--- src/rtl/dmem_responder.sv ---
// Data-side MEM-stage responder: posted store buffer plus single-outstanding load port.
// Define WBUF_FWD_EN to forward full-word buffered stores to conflicting loads.
module dmem_responder #(
   parameter int WBUF_DEPTH = 4,
   parameter int ADDR_W     = 32
) (
   input  logic              clk,
   input  logic              rst,
   input  logic [1:0]        MemRW,
   input  logic [ADDR_W-1:0] daddr,
   input  logic [31:0]       dwdata,
   input  logic [3:0]        dbe,
   input  logic              iready_n,
   output logic [31:0]       drdata,
   output logic              dready_n,
   output logic              dbusy,
   output logic              mem_req,
   output logic              mem_we,
   output logic [ADDR_W-1:0] mem_addr,
   output logic [31:0]       mem_wdata,
   output logic [3:0]        mem_be,
   input  logic              mem_ack,
   input  logic [31:0]       mem_rdata
);

   // state   | meaning
   // IDLE    | no backing transaction; pick a load, else drain the buffer head
   // RD_WAIT | load request outstanding, waiting for mem_ack
   // WR_WAIT | buffer-head write outstanding, waiting for mem_ack
   // RD_DONE | load data presented (dready_n=0) until the pipeline advances

   localparam int PTR_W = $clog2(WBUF_DEPTH);
   localparam int WA_W  = ADDR_W - 2;
   localparam logic [PTR_W-1:0] PTR_ONE = PTR_W'(1);
   localparam logic [PTR_W:0]   CNT_ONE = (PTR_W+1)'(1);
   localparam logic [PTR_W:0]   CNT_MAX = (PTR_W+1)'(WBUF_DEPTH);

   typedef enum logic [1:0] {IDLE, RD_WAIT, WR_WAIT, RD_DONE} state_t;
   state_t state;

   logic [WA_W-1:0]  buf_addr [WBUF_DEPTH];
   logic [31:0]      buf_data [WBUF_DEPTH];
   logic [3:0]       buf_be   [WBUF_DEPTH];
   logic [PTR_W-1:0] wr_ptr;
   logic [PTR_W-1:0] rd_ptr;
   logic [PTR_W:0]   count;

   logic             is_load;
   logic             is_store;
   logic             enq;
   logic             pop;
   logic             conflict;
   logic [PTR_W-1:0] scan_idx;
   logic             daddr_unused;

   assign is_load  = (MemRW == 2'b10);
   assign is_store = (MemRW == 2'b01);
   assign dbusy    = (count == CNT_MAX);
   assign enq      = is_store && !dbusy && !iready_n;
   assign pop      = (state == WR_WAIT) && mem_ack;
   assign daddr_unused = ^daddr[1:0];

   // Only the first `count` slots from the read pointer hold live stores.
   always_comb begin
      conflict = 1'b0;
      scan_idx = rd_ptr;
      for (int k = 0; k < WBUF_DEPTH; k++) begin
         scan_idx = rd_ptr + PTR_W'(k);
         if (((PTR_W+1)'(k) < count) && (buf_addr[scan_idx] == daddr[ADDR_W-1:2]))
            conflict = 1'b1;
      end
   end

`ifdef WBUF_FWD_EN
   logic             fwd_full;
   logic [31:0]      fwd_data;
   logic [PTR_W-1:0] fwd_idx;

   // Walk oldest to youngest so the youngest matching store decides.
   always_comb begin
      fwd_full = 1'b0;
      fwd_data = '0;
      fwd_idx  = rd_ptr;
      for (int k = 0; k < WBUF_DEPTH; k++) begin
         fwd_idx = rd_ptr + PTR_W'(k);
         if (((PTR_W+1)'(k) < count) && (buf_addr[fwd_idx] == daddr[ADDR_W-1:2])) begin
            fwd_full = (buf_be[fwd_idx] == 4'hF);
            fwd_data = buf_data[fwd_idx];
         end
      end
   end
`endif

   always_ff @(posedge clk or negedge rst) begin
      if (!rst) begin
         wr_ptr <= '0;
         rd_ptr <= '0;
         count  <= '0;
      end else begin
         if (enq)
            wr_ptr <= wr_ptr + PTR_ONE;
         if (pop)
            rd_ptr <= rd_ptr + PTR_ONE;
         case ({enq, pop})
            2'b10:   count <= count + CNT_ONE;
            2'b01:   count <= count - CNT_ONE;
            default: count <= count;
         endcase
      end
   end

   // Payload storage needs no reset: validity lives entirely in the pointers.
   always_ff @(posedge clk) begin
      if (enq) begin
         buf_addr[wr_ptr] <= daddr[ADDR_W-1:2];
         buf_data[wr_ptr] <= dwdata;
         buf_be[wr_ptr]   <= dbe;
      end
   end

   always_ff @(posedge clk or negedge rst) begin
      if (!rst) begin
         state     <= IDLE;
         mem_req   <= 1'b0;
         mem_we    <= 1'b0;
         mem_addr  <= '0;
         mem_wdata <= '0;
         mem_be    <= '0;
         drdata    <= '0;
         dready_n  <= 1'b1;
      end else begin
         case (state)
            IDLE: begin
`ifdef WBUF_FWD_EN
               if (is_load && conflict && fwd_full) begin
                  drdata   <= fwd_data;
                  dready_n <= 1'b0;
                  state    <= RD_DONE;
               end else
`endif
               if (is_load && !conflict) begin
                  mem_req  <= 1'b1;
                  mem_we   <= 1'b0;
                  mem_addr <= {daddr[ADDR_W-1:2], 2'b00};
                  mem_be   <= 4'hF;
                  state    <= RD_WAIT;
               end else if (count != '0) begin
                  mem_req   <= 1'b1;
                  mem_we    <= 1'b1;
                  mem_addr  <= {buf_addr[rd_ptr], 2'b00};
                  mem_wdata <= buf_data[rd_ptr];
                  mem_be    <= buf_be[rd_ptr];
                  state     <= WR_WAIT;
               end
            end
            RD_WAIT: begin
               if (mem_ack) begin
                  drdata   <= mem_rdata;
                  mem_req  <= 1'b0;
                  dready_n <= 1'b0;
                  state    <= RD_DONE;
               end
            end
            WR_WAIT: begin
               if (mem_ack) begin
                  mem_req <= 1'b0;
                  state   <= IDLE;
               end
            end
            RD_DONE: begin
               if (!iready_n) begin
                  dready_n <= 1'b1;
                  state    <= IDLE;
               end
            end
            default: state <= IDLE;
         endcase
      end
   end

endmodule

--- config.mk ---
export PLATFORM = sky130hd
export DESIGN_NAME = dmem_responder
export DESIGN_NICKNAME = d
export VERILOG_FILES = /design/src/rtl/dmem_responder.sv
export SDC_FILE = /design/constraint.sdc
export NUM_CORES = 1
export LEC_CHECK = 0
export CAP_MARGIN = 25
export CORE_ASPECT_RATIO = 1.75
export CORE_MARGIN = 3
export CORE_UTILIZATION = 33
export DETAILED_ROUTE_END_ITERATION = 8
export GPL_TIMING_DRIVEN = 1
export PLACE_DENSITY = 0.55
export SLEW_MARGIN = 15
export SYNTH_ARGS = -nofsm -noshare
export SYNTH_HDL_FRONTEND = slang
export SYNTH_SLANG_ARGS = --single-unit
--- constraint.sdc ---
create_clock -name clk -period 5 [get_ports clk]
set_clock_uncertainty 0.05 [all_clocks]
set_input_delay 1.5 -clock clk [delete_from_list [all_inputs] [get_ports clk]]
set_output_delay 1.5 -clock clk [all_outputs]
set_load 0.005 [all_outputs]
### Word-level counts from Yosys, hierarchy flattened

Memories as Yosys holds them, arrays and structs flattened. A register that Yosys moved wholly into a read port is not among the register bits.
Cells that the tools add are included.

* output and inout bits: 104
* memory bits (read-only): 0
* memories kept: 3
* bits in writable memories: 264
* register bits: 80
* input port bits: 106
* word-level logic and storage cells: 90
* bits in latches: 0

* $lt $le $gt $ge: 4
* multiplexer cells: 24
* add/subtract/negate cells: 6
* divide/modulo/power cells: 0
* multiply operators: 0
* reductions and logical operators: 25
* bitwise gates (word level): 1
* shift-type cells: 0
* eq/ne operators: 17

Memory list
* buf_data: words 4, width 32, rd ports 1, clocked after Yosys merged registers in 1, write ports 1, line 42 `logic [31:0] buf_data [WBUF_DEPTH];`
* buf_addr: words 4, width 30, rd ports 4, clocked after Yosys merged registers in 0, write ports 1, line 41 `logic [WA_W-1:0] buf_addr [WBUF_DEPTH];`
* buf_be: words 4, width 4, rd ports 1, clocked after Yosys merged registers in 0, write ports 1, line 43 `logic [3:0] buf_be [WBUF_DEPTH];`

Operators with widths (number)
* 30-bit == test: 4
* 32-bit 2-to-1 mux: 2
* 1-bit 2-to-1 mux: 11
* 2-bit 2-to-1 mux: 5
* 3-bit AND reduction: 3
* 2-bit == test, second input constant: 4
* 1-bit logical AND: 8
* 4-bit 2-to-1 mux: 2
* 2-bit one-hot mux with 4 select lines: 1
* 2-bit nonzero test: 4
* 2-bit by 1-bit == test with 1-bit output, second input constant: 3
* 1-bit by 3-bit less-than comparator with 1-bit output, first input constant: 2
* 2-bit by 3-bit less-than comparator with 1-bit output, first input constant: 2
* 2-bit inequality test, second input constant: 3
* 3-bit one-hot mux with 2 select lines: 1
* 2-bit by 1-bit adder with 2-bit output, second input constant: 2
* 2-bit adder, second input constant: 2
* 1-bit logical NOT: 4
* 1-bit one-hot mux with 2 select lines: 2
* 2-bit AND reduction: 2
* 4-bit AND reduction: 1
* 3-bit by 1-bit adder with 3-bit output, second input constant: 1
* 3-bit == test, second input constant: 1
* 3-bit inequality test, second input constant: 1
* other kinds (6): 6

### Depth between registers and ports, before layout

An unclocked memory read counts as a cell.

* depth after elaboration: 11
* gate-level depth with buffers: 14

### Least setup slack after synthesis

OpenSTA, ideal clock, no wires.

* path kind: input-to-reg
* start: in MemRW[1]
* end: mem buf_addr[0][0] in the netlist's numbering (enable)
* stages: 2
* data arrival time: 3887 ps
* setup time: 431 ps
* data required time: 4519 ps
* slack: 632 ps
* cell sequence: nor4b_1 > and2_1

* longest elaborated chain between the ends: 5

RTL lines
* from (decl): line 9 `input logic [1:0] MemRW,`
* 2-bit by 1-bit == test with 1-bit output: line 57 `assign is_store = (MemRW == 2'b01);`
* 1-bit logical AND (2 in series): line 59 `assign enq = is_store && !dbusy && !iready_n;`
* 1-bit 2-to-1 mux: line 114 `if (enq) begin`
* 1-bit 2-to-1 mux (implied by the code): line 115 `buf_addr[wr_ptr] <= daddr[ADDR_W-1:2];`
* to (decl): line 41

Every way passes these cells.

### Worst setup path after layout

* start: in daddr[29]
* end: reg state[0]

* longest elaborated chain between the ends: 10

RTL lines
* from (decl): line 10 `input logic [ADDR_W-1:0] daddr,`
* 30-bit == test: line 69 `if (((PTR_W+1)'(k) < count) && (buf_addr[scan_idx] == daddr[ADDR_W-1:2]))`
* 1-bit logical AND: line 69
* 1-bit 2-to-1 mux (3 in series): line 69
* 1-bit 2-to-1 mux *: line 69
* 1-bit logical NOT *: line 141 `if (is_load && !conflict) begin`
* 1-bit logical AND *: line 141
* 3-bit inequality test (no source line) / 2-bit 2-to-1 mux (equally long branches)
* 4-bit AND reduction (no source line) / 2-bit one-hot mux with 4 select lines (equally long branches)
* to (signal assigned): line 146 `state <= RD_WAIT;`
* to (signal assigned): line 153 `state <= WR_WAIT;`
* to (signal assigned): line 161 `state <= RD_DONE;`
* to (decl): line 39 `state_t state;`

Mark *: on every way between the ends. The rest lies on a longest branch, timed or not.
A chain may end at the register's enable or synchronous reset.

==> flow_summary_export.csv <==
group,metric,value,unit
run_status,outcome,"finished clean",
cells_and_area,antennaDiodeCount,0,
timing,post-route-worst-setup-slack,0.767,ns
timing,final_hold_viol_count,0,
timing,rsz0062_at_grt,"false",
global_route,overflow,0,
yosys,yosysWarnings,0,
cts,numClockSinks,374,
floorplanning,start_util,33.5,%
cts,cts_root_buffer,"clkbuf_16",
drt,drt-total-wl,53800,µm
drt,first_iter_violations,876,
floorplanning,die_w,187,µm
yosys,yosys-top-cells-area,"edfxtp_1, mux4_2, dfrtp_1",
yosys,ys_types,62,
timing,slew_viol_final,0,
global_route,grt_max_degree,70,
cts,htreeDepth,2,
cells_and_area,postLayoutCoreUtil,41.5,%
yosys,async_flop_share,29.4,%
cells_and_area,area_growth,23.6,%
setup_path,endpoint_kind,"flip-flop",
yosys,avgSynthCellArea,15.4,µm²
floorplanning,die_y,324,µm
setup_path,startpoint,"daddr[29]",
cells_and_area,layout-drive-gt1-share,22.6,%
drt,viasPerCell,5.23,
power,p_leak,0.00828,µW
drt,vias,11800,
drt,dr.pass1.iters,5,
placed_design,dpl.hpwl,38900,µm
yosys,synth_edf_count,264,
timing,fin_crit_sh,84.7,%
yosys,synth_compound_area_share,6.48,%
setup_path,start_kind,"input pin",
cells_and_area,fin_nets,1577,
yosys,synth.most_common_cell,"edfxtp_1",
cts,cts_made_buffers,38,
yosys,seq_area_frac_synth,56.2,%
job,drv_cap,0,
yosys,synth_fa_ha_area_share,0.921,%
cts,clk_pin_slew_worst_paths,0.06,ns
setup_path,reg2reg_depth,11,
setup_path,reg2reg_to,"state[0]$_DFFE_PN0P_",
drt,drc,0,
global_route,grt_usage,17.6,%
hold_path,hold_depth,1,
power,p_per_area,571,nW/µm²
yosys,synthSimpleGateAreaFrac,5.05,%
setup_path,reg2reg_slack,0.77,ns
yosys,synthesis.area,19000,µm²
yosys,yosys-top-cells-count,"edfxtp_1, mux4_2, dfrtp_1",
yosys,muxShareOfSynthArea,22.8,%
yosys,synth_top_family_by_area,"multiplexers",
yosys,synthCells,1233,
yosys,synth_ff_type,"edfxtp_1",
drt,ant_nets,0,
setup_path,r2r-start,"rd_ptr[0]$_DFFE_PN0P_",
timing,fin_tns_setup,0,ns
timing,setup_viol,0,
yosys,synthXorXnorAreaFrac,4.70,%
hold_path,hp-class,"flip-flop to flip-flop",
floorplanning,die_area,60700,µm²
placed_design,gp_congestion,0.908,
placed_design,dp_slack,0.247,ns
cells_and_area,finalInstanceArea,23500,µm²
setup_path,arrival,4.63,ns
drt,drt-wirelength-per-cell,24.0,µm
cts,cts_setup_buffers,0,
cts,cts_tree,"built",
timing,tightest_slew,0.749,ns
timing,fin_crit,4.23,ns
global_route,grt_pass1_vias,12400,
timing,max_freq,0.236,GHz
floorplanning,num_io_pins,210,
cts,clk_latency,0.56,ns
setup_path,worstPathMaxFanout,38,
cts,holdBufCountCts,0,
setup_path,path_class,"input pin to flip-flop",
yosys,synth-seq-cells,374,
setup_path,worstPathRequired,5.40,ns
timing,maxSlewHeadroom,50.1,%
cts,cts_resized,0,
yosys,synth_top_area_share,41.7,%
floorplanning,rows,115,
yosys,synth.largest_area_cell,"edfxtp_1",
hold_path,hp-start,"mem_wdata[24]$_DFFE_PN0P_",
placed_design,numPortBuffers,205,
cts,cts_buffer_depth,3,
power,ir_drop,0.386,mV
placed_design,dpl_cell_area,22200,µm²
floorplanning,core,56700,µm²
global_route,grt_pass1_wl,81000,µm
hold_path,hold_end,"mem_wdata[24]$_DFFE_PN0P_",
global_route,antenna_found_initial,4,
[cell families after synthesis]
logic type                 count (synthesis)
AOI/OAI and AO/OA                        152
xor gates and xnor gates                 102
adders and majority gates                 14
buffers and inverters                    132
DFF                                      374
muxes                                    266
other                                      1
and+or+nand+nor                          192
[flip-flops by register name, indices dropped and copies added, names as in the netlist]
register,count
mem_req,1
count,3
drdata,32
rd_ptr,2
dready_n,1
buf_be,16
buf_data,128
wr_ptr,2
state,2
mem_addr,30
mem_we,1
mem_be,4
buf_addr,120
mem_wdata,32
[cells in the final DEF (no fill, tap or decap), drive strengths merged, types with 50 or more instances in the layout]
master,instances
buf,84
clkbuf,50
clkdlybuf4s50,204
dfrtp,109
edfxtp,264
mux2,75
mux2i,65
mux4,126
nand2,81
xnor2,73
[layer usage]
layer | share of wire (%) | GRT usage, % | wire length [µm] | up-vias
met5 | 0.12 | 0 | 63 | -
met4 | 4.9 | 8.21 | 2660 | 8
met3 | 4.7 | 3.37 | 2550 | 108
met2 | 52 | 31.7 | 28100 | 332
met1 | 38 | 20.1 | 20400 | 6006
li1 | - | - | - | 5308
[cell type report]
cell class                      instances  area [µm²]
Clock buffer                           50        1060
Clock inverter                         20         234
Fill cell                            5186       33200
Inverter                               27         101
Multi-Input combinational cell        728        7660
Sequential cell                       374       10700
Tap cell                              760         951
Timing Repair Buffer                  288        2820
[critical path, stage by stage]
cell and delay [ns]:
clkdlybuf4s50_1 0.46, buf_4 0.20, xnor2_1 0.54, nor3_1 0.10
o21ai_0 0.29, nor4b_2 0.11, a211oi_4 0.34, buf_4 0.50
a22oi_1 0.19, a221o_1 0.37
[worst max-delay path by stage]
| stage | endpoint | slack (ns) |
|---|---|---|
| floorplan | buf_addr[0][0]$_DFFE_PP_ | 0.63 |
| global placement | state[0]$_DFFE_PN0P_ | 0.27 |
| detailed placement | state[0]$_DFFE_PN0P_ | 0.25 |
| CTS | state[0]$_DFFE_PN0P_ | 0.72 |
| global route | mem_addr[15]$_DFFE_PN0P_ | 0.57 |
| finish | state[0]$_DFFE_PN0P_ | 0.77 |
[where the power goes]
| part | switching, µW | internal [µW] |
|---|---|---|
| registers | 490 | 3930 |
| logic | 2840 | 3210 |
| clock network | 1240 | 1710 |
[through the flow]
| step | total power [µW] | hold WS [ns] | cells |
|---|---|---|---|
| 5_1_grt | 14200 | 0.466 | 2247 |
| 2_1_floorplan | 8300 | 0.433 | 1234 |
| 3_5_place_dp | 10600 | 0.428 | 2176 |
| 3_3_place_gp | 10500 | 0.420 | 2176 |
| 4_1_cts | 13600 | 0.440 | 2246 |
| 6_report | 13400 | 0.438 | 2247 |
Note: power is estimated with default switching activity, not from simulation.
